==> src/rtl/uart_tx_arbiter.sv <==
// uart_tx_arbiter: round-robin arbiter feeding one uart TX; defining UART_ARB_LOCK_EN adds a lock input for back-to-back re-grants
module uart_tx_arbiter #(
    parameter int N_REQ = 4,
    parameter int GAP_CYCLES = 1,
    parameter int START_TIMEOUT = 4,
    localparam int W = (N_REQ > 1) ? $clog2(N_REQ) : 1
) (
    input  logic               txclk,
    input  logic               reset,
    input  logic [N_REQ-1:0]   req,
    input  logic [8*N_REQ-1:0] req_data,
`ifdef UART_ARB_LOCK_EN
    input  logic [N_REQ-1:0]   lock,
`endif
    output logic [N_REQ-1:0]   ack,
    output logic [W-1:0]       grant_id,
    output logic               busy,
    output logic               err,
    output logic               ld_tx_data,
    output logic [7:0]         tx_data,
    output logic               tx_enable,
    input  logic               tx_empty
);
    typedef enum logic [2:0] {IDLE, LOAD, WAIT_START, SEND, GAP} state_t;
    state_t state, state_n;
    logic [W-1:0] ptr, ptr_n, grant_n, win, pick;
    logic [15:0] cnt, cnt_n;
    logic [N_REQ-1:0] ack_n;
    logic [7:0] data_n;
    logic [7:0] bytes [N_REQ];
    logic found, load, relock, ld_n, err_n, en_n;
    for (genvar g = 0; g < N_REQ; g++) begin : g_bytes
        assign bytes[g] = req_data[8*g +: 8];
    end
`ifdef UART_ARB_LOCK_EN
    assign relock = lock[grant_id] && req[grant_id];
`else
    assign relock = 1'b0;
`endif
    // first pending requester after ptr, wrapping
    always_comb begin
        win = ptr;
        found = 1'b0;
        for (int i = 1; i <= N_REQ; i++)
            if (!found && req[W'((int'(ptr) + i) % N_REQ)]) begin
                win = W'((int'(ptr) + i) % N_REQ);
                found = 1'b1;
            end
    end
    always_comb begin
        state_n = state;
        cnt_n = cnt;
        ptr_n = ptr;
        grant_n = grant_id;
        data_n = tx_data;
        ack_n = '0;
        ld_n = 1'b0;
        err_n = 1'b0;
        en_n = tx_enable;
        load = 1'b0;
        pick = grant_id;
        case (state)
            IDLE: if (found && tx_empty) begin
                load = 1'b1;
                pick = win;
            end
            LOAD: begin
                state_n = WAIT_START;
                en_n = 1'b1;
                ptr_n = grant_id;
                cnt_n = '0;
            end
            WAIT_START: if (!tx_empty) state_n = SEND;
                else if (cnt == 16'(START_TIMEOUT - 1)) begin
                    state_n = IDLE;
                    en_n = 1'b0;
                    err_n = 1'b1;
                end else cnt_n = cnt + 16'd1;
            SEND: if (tx_empty) begin
                en_n = 1'b0;
                cnt_n = '0;
                if (GAP_CYCLES != 0) state_n = GAP;
                else if (relock) load = 1'b1;
                else state_n = IDLE;
            end
            GAP: if (cnt == 16'(GAP_CYCLES - 1)) begin
                if (relock) load = 1'b1;
                else state_n = IDLE;
            end else cnt_n = cnt + 16'd1;
            default: state_n = IDLE;
        endcase
        if (load) begin
            state_n = LOAD;
            grant_n = pick;
            data_n = bytes[pick];
            ack_n[pick] = 1'b1;
            ld_n = 1'b1;
        end
    end
    always_ff @(posedge txclk) begin
        if (reset) begin
            state <= IDLE;
            cnt <= '0;
            ptr <= W'(N_REQ - 1);
            grant_id <= '0;
            tx_data <= '0;
            ack <= '0;
            ld_tx_data <= 1'b0;
            err <= 1'b0;
            tx_enable <= 1'b0;
            busy <= 1'b0;
        end else begin
            state <= state_n;
            cnt <= cnt_n;
            ptr <= ptr_n;
            grant_id <= grant_n;
            tx_data <= data_n;
            ack <= ack_n;
            ld_tx_data <= ld_n;
            err <= err_n;
            tx_enable <= en_n;
            busy <= state_n != IDLE;
        end
    end
endmodule

==> config.mk <==
export PLATFORM = sky130hd
export DESIGN_NAME = uart_tx_arbiter
export DESIGN_NICKNAME = d
export VERILOG_FILES = /design/src/rtl/uart_tx_arbiter.sv
export SDC_FILE = /design/constraint.sdc
export NUM_CORES = 1
export LEC_CHECK = 0
export BUFFER_PORTS_ARGS = -buffer_cell sky130_fd_sc_hd__buf_2
export CAP_MARGIN = 20
export CORE_AREA = 2 2 76 78
export DETAILED_ROUTE_END_ITERATION = 8
export DIE_AREA = 0 0 78 80
export SLEW_MARGIN = 30
export SYNTH_ARGS = -nofsm -noshare
export SYNTH_HDL_FRONTEND = slang
export SYNTH_SLANG_ARGS = --single-unit
==> constraint.sdc <==
create_clock -name txclk -period 2 [get_ports txclk]
set_clock_uncertainty 0.15 [all_clocks]
set_input_delay 0.5 -clock txclk [delete_from_list [all_inputs] [get_ports txclk]]
set_output_delay 0.5 -clock txclk [all_outputs]
set_load 0.01 [all_outputs]
Word-level counts from Yosys, hierarchy flattened
Cells that the tools add are included.
{ "totals": {"output_inout_bits": 18, "elab_cells": 99, "register_bits": 39, "input_bits": 39} }
{ "classes": {"n_addsub": 5, "bitwise": 4, "n_eq_ne": 10, "reduce_logical": 17, "muxes": 46, "magnitude_cmp": 7} }
{ "ops": {"columns": ["cell", "n"], "rows": [
  ["2-to-1 mux 16 bit", 4],
  ["one-hot mux 16 bit (4 select lines)", 1],
  ["2-to-1 mux 1 bit", 20],
  ["adder 16 x 1 -> 16 bit, second input constant", 1],
  ["binary-select mux 8 bit (select 2 bit)", 1],
  ["== test 16 x 2 -> 1 bit, second input constant", 1],
  ["zero test 16 bit", 1],
  ["< comparator 2 x 4 -> 1 bit, second input constant", 4],
  ["2-to-1 mux 8 bit", 2],
  ["2-to-1 mux 3 bit", 5],
  ["one-hot mux 3 bit (5 select lines)", 1],
  ["2-to-1 mux 2 bit", 6],
  ["inequality test 2 bit, second input constant", 5],
  ["binary-select mux 1 bit (select 2 bit)", 4],
  ["== test 3 x 2 -> 1 bit, second input constant", 2],
  ["nonzero test 3 bit", 2],
  ["logical AND 1 bit", 5],
  ["AND reduction 5 bit", 1],
  ["adder 2 x 1 -> 2 bit, second input constant", 2],
  ["adder 2 bit, second input constant", 2],
  ["AND reduction 4 bit", 1],
  ["nonzero test 4 bit", 1],
  ["== test 3 x 1 -> 1 bit, second input constant", 1],
  ["== test 3 bit, second input constant", 1],
  ["11 further kinds", 15]
]} }

Depth between registers and ports, before layout
Gate-level depths: netlist of the first run.
{ "logic_depth": {"ltp_word": 21, "ltp_mapped": 9, "mapped_depth_nobuf": 7} }

Worst setup path after synthesis of the first run
Ideal clock, no wire load.
{ "synth_timing": {"path_type": "register to register", "start": "register cnt[0]", "end": "register cnt[10]", "setup_ns": 0.070, "t_required_ns": 1.780, "period_less_slack_ns": 1.918, "path_slack_ns": 0.082, "path_buffers": 1, "arrival_ns": 1.698, "stages_incl_launch_ff": 9, "cell_sequence": "dfxtp_1 -> inv_1 -> ha_1 -> nor4bb_1 -> nand4_2 -> a31oi_4 -> buf_6 -> or4_1 -> a21oi_1"} }
{ "synth_between": {"elab_chain_len": 4, "elab_cells_between_ends": 10, "cone_classes": "add/sub (1); eq/ne (3); mux (4); reduce/logical (2)"} }
{ "synth_rtl": {"columns": ["item", "line", "text"], "rows": [
  ["start: declaration", "27", "logic [15:0] cnt, cnt_n;"],
  ["start signal: assignment", "114", "cnt <= cnt_n;"],
  ["adder 16 x 1 -> 16 bit", "78, 89", null],
  ["2-to-1 mux 16 bit", "74", "else if (cnt == 16'(START_TIMEOUT - 1)) begin"],
  ["2-to-1 mux 16 bit", "73", "WAIT_START: if (!tx_empty) state_n = SEND;"],
  ["one-hot mux 16 bit (4 select lines)", "62", "case (state)"]
]} }
Several ways; a longest one is shown, not always the timed one. The select of a mux whose other input is x is not followed.
A chain may end at the register's enable or synchronous reset.

Worst setup path after layout of the first run
{ "layout_timing": {"start": "register cnt[8]", "end": "register cnt[12]"} }
The elaborated chain is that of the path after synthesis.

==> results of run 1 <==
-- final cells by class --
cell class              count  share of cell area, %
clock buffers               6                   2.47
clock inverters             1                   1.02
inverters                   7                  0.893
multi-input cells         188                   46.2
flip-flops and latches     39                   26.7
well taps                  72                   3.06
repair buffers             87                   19.6
-- how the worst max path moves through the flow --
stage / cells past startpoint / to / start / slack, ns
3_3_place_gp: 7 / tx_data[0] / req[3] / 0.005
5_1_grt: 6 / cnt[2] / cnt[8] / -0.09
4_1_cts: 8 / cnt[10] / cnt[0] / 0.01
3_5_place_dp: 7 / tx_data[6] / req[3] / -0.07
2_1_floorplan: 8 / cnt[10] / cnt[0] / 0.08
6_report: 6 / cnt[12] / cnt[8] / 0.02
-- per-layer routing --
metal | up-vias | share of wire (%) | global-route usage, %
li1 | 1103 | - | -
met1 | 1008 | 46 | 22.8
met2 | 57 | 46 | 30.4
met3 | 14 | 5.3 | 4.86
met4 | 0 | 2.2 | 4.04
met5 | - | 0 | 0
-- power breakdown --
part | internal (mW) | switching [mW] | leakage (nW)
Sequential | 0.824 | 0.0312 | 0.320
Clock | 0.366 | 0.271 | 0.0513
Combinational | 0.245 | 0.263 | 0.865
Total | 1.43 | 0.565 | 1.24
-- worst reg2reg max path, cell delays in order (launching register included) --
cell and delay [ns]:
sky130_fd_sc_hd__dfxtp_1 0.38, sky130_fd_sc_hd__nor4_4 0.40, sky130_fd_sc_hd__nand4_2 0.19, sky130_fd_sc_hd__a31oi_4 0.32, sky130_fd_sc_hd__clkbuf_16 0.24, sky130_fd_sc_hd__o31ai_1 0.10
sky130_fd_sc_hd__a21oi_2 0.14
-- cell usage after synthesis, drive strengths merged --
cell,count
nor2b,4
nor4,4
and4,1
nand3,5
o31ai,17
and2,4
or3,4
a31oi,2
a221o,1
buf,5
a211o,2
nand2b,8
nand2,16
o211ai,6
nor4bb,1
a221oi,1
a211oi,16
inv,7
nor2,10
nand3b,9
o21a,1
a21oi,17
or4,11
mux2i,2
clkbuf,8
nor3,5
nand4b,2
nor3b,1
dfxtp,39
nand4,5
a21o,2
or2,5
ha,2
o21ai,6
and3,18
-- what timing repair did --
action / CTS / global route
endpoints found under the setup margin: 0 / 25
setup buffers: 0 / 2
gates resized for setup: 0 / 31
hold endpoints to repair: 0 / 0
-- cells by family after synthesis --
kind of cell,count (synthesis)
compound gates,71
fa+ha+maj,2
buf+inv,20
flops,39
mux,2
simple gates,113
-- per-stage QoR --
step	util (%)	TNS, ns	cell area [µm²]	hold slack [ns]	cells
4_1_cts	50.8	0	2750	0.338	395
3_3_place_gp	48.9	0	2640	0.324	388
3_5_place_dp	48.9	-0.268	2640	0.328	388
5_1_grt	54.4	-0.894	2940	0.348	400
6_report	54.4	0	2940	0.339	400
2_1_floorplan	-	0	2120	0.312	247
-- flip-flops by register name (all words and copies together), names as in the netlist --
| register | flops |
|---|---|
| busy | 1 |
| ptr | 2 |
| tx_data | 8 |
| ack | 4 |
| ld_tx_data | 1 |
| tx_enable | 1 |
| grant_id | 2 |
| err | 1 |
| cnt | 16 |
| state | 3 |
==> impl_metrics.toml, run 1 <==
[logic_synthesis]
synth_compound_gate_area_share_pct = 23.9
synthesized_area_fraction_occupied_by_adder_cells_pct = 1.18
netlist_area_um2 = 2120
synthTopCellsByArea = "sky130_fd_sc_hd__dfxtp_1 (37%), sky130_fd_sc_hd__o31ai_1 (6.0%), sky130_fd_sc_hd__a211oi_1 (5.7%)"
cell_taking_the_most_area_after_synthesis = "sky130_fd_sc_hd__dfxtp_1"
combinational_family_with_the_most_area_after_synthesis = "simple AND/OR/NAND/NOR gates"
synth_mux_area_share_pct = 0.943
postSynthNetCount = 288
syn-instance-count = 247
synth.avg_cell_area_um2 = 8.60
seq_area_frac_synth_pct = 36.8
synth_seq_cells = 39
synthDominantCellAreaShare_pct = 36.8
yosys.area_share.simple_pct = 32.6
post_synth_xor_area_fraction_pct = 0
post_synth_num_cell_types = 43
yosysWarnings = 0

[run]
maximum_capacitance_violations = 0

[clock_network]
clk_latency_ns = 0.29
tritoncts = "built"
tritoncts_num_sinks = 39
ctsHoldBuffers = 0
cts_htree_levels = 2
cts_buffers = 5
cts_root_buf = "sky130_fd_sc_hd__clkbuf_8"
clk_pin_slew_worst_paths_ns = 0.08
cts_max_path_buffers = 2

[layout]
design.final.nets = 369
insertedDiodeCount = 0
final_common_cell = "sky130_fd_sc_hd__buf_2"
filler_cells = 533
multi_input_area_um2 = 1360
regArea_um2 = 787
mostFrequentLayoutCells = "sky130_fd_sc_hd__buf_2 (56), sky130_fd_sc_hd__dfxtp_1 (34), sky130_fd_sc_hd__buf_4 (26)"
area_growth_pct = 38.6
post_route_cells_drive_above_1_share_pct = 39.3

[timing]
setup_violation_total_in_the_final_timing_report = 0
relSlewSlack_pct = 73.7
tightestPinTransition_ns = 0.395
min_period_over_period_pct = 99.2
timing.final.crit_period_ns = 1.98
fmax_mhz = 504
hold_viol_final = 0
setup_slack_ns = 0.0152
slew_viol_final = 0
setup_repair_after_global_routing_missed_its_margin = "yes"

[die]
core.rowCount = 27
floorplan.io_pins = 57
initial_core_utilization_pct = 39.3
die_height_um = 80
die_area_um2 = 6240
die_width_um = 78
fp.coreArea_um2 = 5410

[worst_setup_path]
reg2reg_setup_slack_ns = 0.02
largest_fanout_of_any_net_on_the_critical_path = 16
critical_path_arrival_ns = 2.06
worst_path_dominant_cell_family = "simple AND/OR/NAND/NOR gates"
rr_worst_depth = 6
critical_path_required_ns = 2.08
crit_path_start_kind = "flip-flop"
crit_path_end_kind = "flip-flop"
cell_with_the_largest_stage_delay_on_the_worst_path = "sky130_fd_sc_hd__nor4_4"
max_incr_delay_on_cp_ns = 0.40
r2r_startpoint = "cnt[8]"
critical_path.n_buffers_inverters = 1
worst-setup-path-type = "reg -> reg"
rr_endpoint = "cnt[12]"
critical_path_cell_by_cell = "nor4_4 > nand4_2 > a31oi_4 > clkbuf_16 > o31ai_1 > a21oi_2"

[power_and_ir_drop]
cellLeakagePower_nw = 1.24
cellPowerDensity_nw_per_um2 = 679
fin_total_pwr_mw = 2.00
peakVddDrop_uv = 382

[global_route]
first_pass_grt_wire_length_mm = 9.18
number_of_global_route_vias_before_repair = 2028
grt_antenna_before_repair = 0
largest_net_degree_at_the_start_of_global_routing = 33
grtUsageTotal_pct = 18.0
overflow = 0

[drt]
drc_errors = 0
detailroute.via_count = 2182
drt-initial-drc-count = 98
antenna_left = 0
post_drt_wl_per_cell_um = 14.6
wirelength_mm = 5.84
drt_first_pass_iters = 4
drt-vias-per-instance = 5.46

[placed_design]
place_congestion = 0.871
portBuffers = 56
dp.final_hpwl_mm = 4.02
placement.setup.worst_slack_ns = -0.0653

[run_status]
outcome = "finished clean"

[min_path]
hold_path_end = "state[0]"
min_delay_path_depth = 2
timing.hold.worst.start = "reset"
worstHoldPathType = "in -> reg"
(Power assumes the default switching activity.)
==> inputs of run 2 (changes only) <==
Settings changed: CORE_AREA 2 2 76 78 to 2 2 63 95, DIE_AREA 0 0 78 80 to 0 0 65 97.
==> run 2 against run 1 <==
The run now ends with setup timing left. Die area increased by 1.0%. Largest power group unchanged. Highest routed layer unchanged. Non-clock buffer count increased by 8. Critical endpoint is now cnt[4]. Final cell count increased by 1.8%.
==> impl_metrics.toml, run 2 (same netlist as run 1, synthesis figures left out) <==
[die]
fp.coreArea_um2 = 5410
core.rowCount = 33
die_height_um = 97
die_width_um = 65
initial_core_utilization_pct = 39.3
floorplan.io_pins = 57
die_area_um2 = 6310

[timing]
setup_slack_ns = -0.0451
setup_violation_total_in_the_final_timing_report = 4
relSlewSlack_pct = 71.2
fmax_mhz = 489
setup_repair_after_global_routing_missed_its_margin = "yes"
tightestPinTransition_ns = 0.431
min_period_over_period_pct = 102
tns_ns = -0.123
hold_viol_final = 0
slew_viol_final = 0
timing.final.crit_period_ns = 2.05

[layout]
mostFrequentLayoutCells = "sky130_fd_sc_hd__buf_2 (56), sky130_fd_sc_hd__buf_4 (33), sky130_fd_sc_hd__dfxtp_1 (29)"
largest-register = "cnt"
design.final.nets = 377
filler_cells = 542
final_common_cell = "sky130_fd_sc_hd__buf_2"
largest_register_ff_count = 16
insertedDiodeCount = 0
area_growth_pct = 40.7
reg.largest.list = "cnt (16), tx_data (8), ack (4)"
post_route_cells_drive_above_1_share_pct = 41.5

[worst_setup_path]
worst-setup-path-type = "reg -> reg"
cell_with_the_largest_stage_delay_on_the_worst_path = "sky130_fd_sc_hd__or3_1"
crit_path_end_kind = "flip-flop"
critical_path_required_ns = 2.09
critical_path_arrival_ns = 2.13
largest_fanout_of_any_net_on_the_critical_path = 8
max_incr_delay_on_cp_ns = 0.36
critical_path_cell_by_cell = "inv_2 > ha_4 > nor4bb_4 > nand4_2 > a31oi_4 > buf_12 > buf_8 > buf_6 > or3_1 > a21oi_2"
critical_path.n_buffers_inverters = 4
crit_path_start_kind = "flip-flop"
worst_path_dominant_cell_family = "simple AND/OR/NAND/NOR gates"

[clock_network]
cts_max_path_buffers = 2
cts_htree_levels = 2
tritoncts = "built"
cts_buffers = 5
ctsHoldBuffers = 0
clk_pin_slew_worst_paths_ns = 0.08
tritoncts_num_sinks = 39
clk_latency_ns = 0.29
cts_root_buf = "sky130_fd_sc_hd__clkbuf_8"

[power_and_ir_drop]
cellLeakagePower_nw = 1.25
peakVddDrop_uv = 390
cellPowerDensity_nw_per_um2 = 642
fin_total_pwr_mw = 1.92

[placed_design]
portBuffers = 56
dp.final_hpwl_mm = 4.42
placement.setup.worst_slack_ns = -0.0769
place_congestion = 0.824

[drt]
antenna_left = 0
drt_first_pass_iters = 4
wirelength_mm = 5.99
post_drt_wl_per_cell_um = 14.7
drt-initial-drc-count = 75
drc_errors = 0
drt-vias-per-instance = 5.53
detailroute.via_count = 2251

[global_route]
largest_net_degree_at_the_start_of_global_routing = 19
grtUsageTotal_pct = 19.9
number_of_global_route_vias_before_repair = 2224
grt_antenna_before_repair = 0
first_pass_grt_wire_length_mm = 10.1
overflow = 0

[run]
maximum_capacitance_violations = 0

[run_status]
outcome = "finished, violations left"
violations = "setup timing"

[min_path]
worstHoldPathType = "reg -> reg"
[run 2: area by class of cell]
class	instances	area (µm²)	share of cell area, %
clock buffer	5	68.8	2.30
multi-input combinational	188	1360	45.6
clock inverter	3	23.8	0.796
sequential	39	798	26.7
tap	70	87.6	2.93
inverter	7	26.3	0.879
timing repair buffer	95	621	20.8
[run 2: stage by stage]
step	instance area (µm²)	hold WS, ns	util (%)	cells
2_1_floorplan	2120	0.312	-	247
3_3_place_gp	2640	0.322	48.8	386
3_5_place_dp	2640	0.327	48.8	386
4_1_cts	2910	0.345	53.8	403
5_1_grt	2990	0.364	55.2	407
6_report	2990	0.341	55.2	407
[run 2: worst paths after layout]
kind	from	end	slack (ns)	cells after the start
worst max register to register	cnt[1]	cnt[4]	-0.05	10
worst max-delay path	cnt[1]	cnt[4]	-0.05	10
worst min register to register	tx_data[0]	tx_data[0]	0.34	2
worst min-delay path	tx_data[0]	tx_data[0]	0.34	2
[run 2: where the power goes]
group | total (mW) | internal [mW] | switching [mW]
clock | 0.552 | 0.249 | 0.303
combinational | 0.510 | 0.249 | 0.261
sequential | 0.855 | 0.821 | 0.0334
total | 1.92 | 1.32 | 0.598
[run 2: repair_timing]
action                                  4_1_cts  5_1_grt
pin swaps                                     7       17
cloned                                        1        0
endpoints found under the setup margin       10       25
endpoints found under the hold margin         0        0
resized for setup                            20       25
buffers inserted                              8        5
[run 2: routing by layer]
layer / up-vias / track usage (%) / part of all wire (%)
met1: 1039 / 19.9 / 37
met2: 78 / 38.0 / 57
li1: 1121 / - / -
met5: - / 0 / 0
met3: 13 / 4.65 / 5.0
met4: 0 / 8.02 / 1.6
[run 2: worst register-to-register path: stages (launching register included)]
cell and delay, ns:
sky130_fd_sc_hd__dfxtp_2 0.34, sky130_fd_sc_hd__inv_2 0.04, sky130_fd_sc_hd__ha_4 0.15, sky130_fd_sc_hd__nor4bb_4 0.15, sky130_fd_sc_hd__nand4_2 0.15, sky130_fd_sc_hd__a31oi_4 0.11, sky130_fd_sc_hd__buf_12 0.16, sky130_fd_sc_hd__buf_8 0.13
sky130_fd_sc_hd__buf_6 0.11, sky130_fd_sc_hd__or3_1 0.36, sky130_fd_sc_hd__a21oi_2 0.14
==> inputs of run 3 (changes only) <==
Settings changed: ABC_AREA set to 1, CORE_AREA 2 2 63 95 to 2 2 68 102, CTS_BUF_LIST set to sky130_fd_sc_hd__clkbuf_16, DIE_AREA 0 0 65 97 to 0 0 70 104.
==> run 3 against run 2 <==
The run still ends with setup timing left. Combinational power up 120%. Die area up 15%. Area after synthesis up 16%. Non-clock buffer count up 7. Final cell count up 39%. Clock power up 45%. Critical path depth up 4. Critical path type unchanged. Critical endpoint is now tx_data[0]. Largest cell class unchanged.
==> impl_metrics.toml, run 3 <==
[run_status]
outcome = "finished, violations left"
violations = "setup timing"

[layout]
design.final.nets = 529
largest-register = "cnt"
stdcell_area_um2 = 3580
mostFrequentLayoutCells = "sky130_fd_sc_hd__nand2_1 (105), sky130_fd_sc_hd__buf_2 (56), sky130_fd_sc_hd__buf_4 (39)"
post-route-util_pct = 56.0
filler_cells = 626
regArea_um2 = 787
area_growth_pct = 45.2
post_route_cells_drive_above_1_share_pct = 40.1
stdcell_count = 565
largest_register_ff_count = 16
final_common_cell = "sky130_fd_sc_hd__nand2_1"
multi_input_area_um2 = 1730
reg.largest.list = "cnt (16), tx_data (8), ack (4)"
insertedDiodeCount = 0

[timing]
hold_viol_final = 0
min_period_over_period_pct = 100
slew_viol_final = 0
holdWs_ns = 0.309
fmax_mhz = 500
tightestPinTransition_ns = 0.357
tns_ns = -0.000670
relSlewSlack_pct = 76.0
setup_repair_after_global_routing_missed_its_margin = "yes"
timing.final.crit_period_ns = 2.00
setup_violation_total_in_the_final_timing_report = 1
setup_slack_ns = -0.000670

[placed_design]
dp.final_hpwl_mm = 4.85
post_dp_cell_area_um2 = 3050
place_congestion = 0.878
placement.setup.worst_slack_ns = -0.121
portBuffers = 56
numPlacedInstances = 548

[logic_synthesis]
synth.avg_cell_area_um2 = 6.36
synth_seq_cells = 39
ys.flop_type = "sky130_fd_sc_hd__dfxtp_1"
syn-instance-count = 388
synthTopCellsByCount = "sky130_fd_sc_hd__nand2_1 (130), sky130_fd_sc_hd__dfxtp_1 (39), sky130_fd_sc_hd__nor2_1 (37), sky130_fd_sc_hd__inv_1 (32), sky130_fd_sc_hd__nand3_1 (29)"
post-synth-top-count-cell = "sky130_fd_sc_hd__nand2_1"
synthTopCellsByArea = "sky130_fd_sc_hd__dfxtp_1 (32%), sky130_fd_sc_hd__nand2_1 (20%), sky130_fd_sc_hd__nand3_1 (5.9%)"
post_synth_num_cell_types = 35
ys_async_sr_fraction_pct = 0
netlist_area_um2 = 2470
yosysWarnings = 0
postSynthNetCount = 429
seq_area_frac_synth_pct = 31.6
cell_taking_the_most_area_after_synthesis = "sky130_fd_sc_hd__dfxtp_1"
synthDominantCellAreaShare_pct = 31.6
synth-edff-count = 0

[worst_setup_path]
largest_fanout_of_any_net_on_the_critical_path = 7
worst-setup-path-type = "reg -> reg"
critical_path_arrival_ns = 2.04
crit_path_end_kind = "flip-flop"
crit_path_start_kind = "flip-flop"
critical_path_required_ns = 2.04

[die]
core.rowCount = 36
fp.coreArea_um2 = 6400
die_height_um = 104
floorplan.io_pins = 57
die_area_um2 = 7280
initial_core_utilization_pct = 38.6
die_width_um = 70

[global_route]
grtUsageTotal_pct = 17.4
overflow = 0
largest_net_degree_at_the_start_of_global_routing = 17
first_pass_grt_wire_length_mm = 10.7
grt_antenna_before_repair = 0
number_of_global_route_vias_before_repair = 2558

[clock_network]
cts_root_buf = "sky130_fd_sc_hd__clkbuf_16"
cts_htree_levels = 2
clk_pin_slew_worst_paths_ns = 0.06
tritoncts = "built"
tritoncts_num_sinks = 39
cts_buffers = 5
clk_latency_ns = 0.28
cts_max_path_buffers = 2
ctsHoldBuffers = 0

[drt]
antenna_left = 0
drc_errors = 0
wirelength_mm = 6.78
detailroute.via_count = 2761
drt_first_pass_iters = 6
drt-initial-drc-count = 126
post_drt_wl_per_cell_um = 12.0
drt-vias-per-instance = 4.89

[power_and_ir_drop]
cellPowerDensity_nw_per_um2 = 777
fin_total_pwr_mw = 2.78
cellLeakagePower_nw = 1.72
peakVddDrop_uv = 354

[min_path]
worstHoldPathType = "reg -> reg"

[run]
maximum_capacitance_violations = 0
==> run 3: area by class of cell <==
class                           instances  share of cell area [%]
Inverter                               39                    4.71
Multi-Input combinational cell        301                    48.2
Sequential cell                        39                    22.0
Clock buffer                            5                    3.49
Timing Repair Buffer                  102                    18.3
Clock inverter                          3                   0.663
Tap cell                               76                    2.65
==> run 3: cells by family after synthesis <==
group                      count (synthesis)  share of synthesized area [%]
DFF                                       39                           31.6
AOI/OAI and AO/OA                         34                           7.30
adders and majority gates                  2                           1.01
buffers and inverters                     50                           9.88
xor gates and xnor gates                   7                           2.48
and+or+nand+nor                          256                           47.7
==> run 3: final timing paths <==
kind	from	endpoint	slack, ns	depth (start not counted)
setup / recovery	ptr[0]	tx_data[0]	-0.0007	14
hold reg to reg	tx_enable	tx_enable	0.31	2
setup reg to reg	ptr[0]	tx_data[0]	-0.0007	14
hold / removal	tx_enable	tx_enable	0.31	2
==> run 3: per-layer routing <==
metal	track usage [%]	routed length, µm	vias up
met5	0	0	-
met3	3.10	195	13
met1	18.6	2690	1248
met4	5.91	144	0
met2	33.5	3750	52
li1	-	-	1448
==> run 3: power breakdown <==
| part | leakage (nW) | switching [mW] | internal (mW) |
|---|---|---|---|
| registers | 0.318 | 0.0464 | 0.841 |
| logic | 1.33 | 0.653 | 0.445 |
| clock network | 0.0664 | 0.334 | 0.466 |
| total | 1.72 | 1.03 | 1.75 |
==> run 3: worst max-delay path, stage by stage (launching register included) <==
cell and delay, ns:
sky130_fd_sc_hd__dfxtp_2 0.33, sky130_fd_sc_hd__buf_6 0.14, sky130_fd_sc_hd__nand2_1 0.10, sky130_fd_sc_hd__nand3_2 0.11
sky130_fd_sc_hd__nand2_4 0.11, sky130_fd_sc_hd__nand4_1 0.16, sky130_fd_sc_hd__nor2_1 0.18, sky130_fd_sc_hd__nor2_2 0.07
sky130_fd_sc_hd__nand2_4 0.09, sky130_fd_sc_hd__nand2_4 0.08, sky130_fd_sc_hd__buf_6 0.14, sky130_fd_sc_hd__nand2_1 0.04
sky130_fd_sc_hd__nand3_1 0.09, sky130_fd_sc_hd__nand2_1 0.07, sky130_fd_sc_hd__inv_1 0.03
==> run 3: timing repair <==
item                       CTS  global route
gates cloned                 0             3
resized for setup            3            85
setup endpoints to repair    3            29
pin swaps                    0            35
buffers inserted             0             6
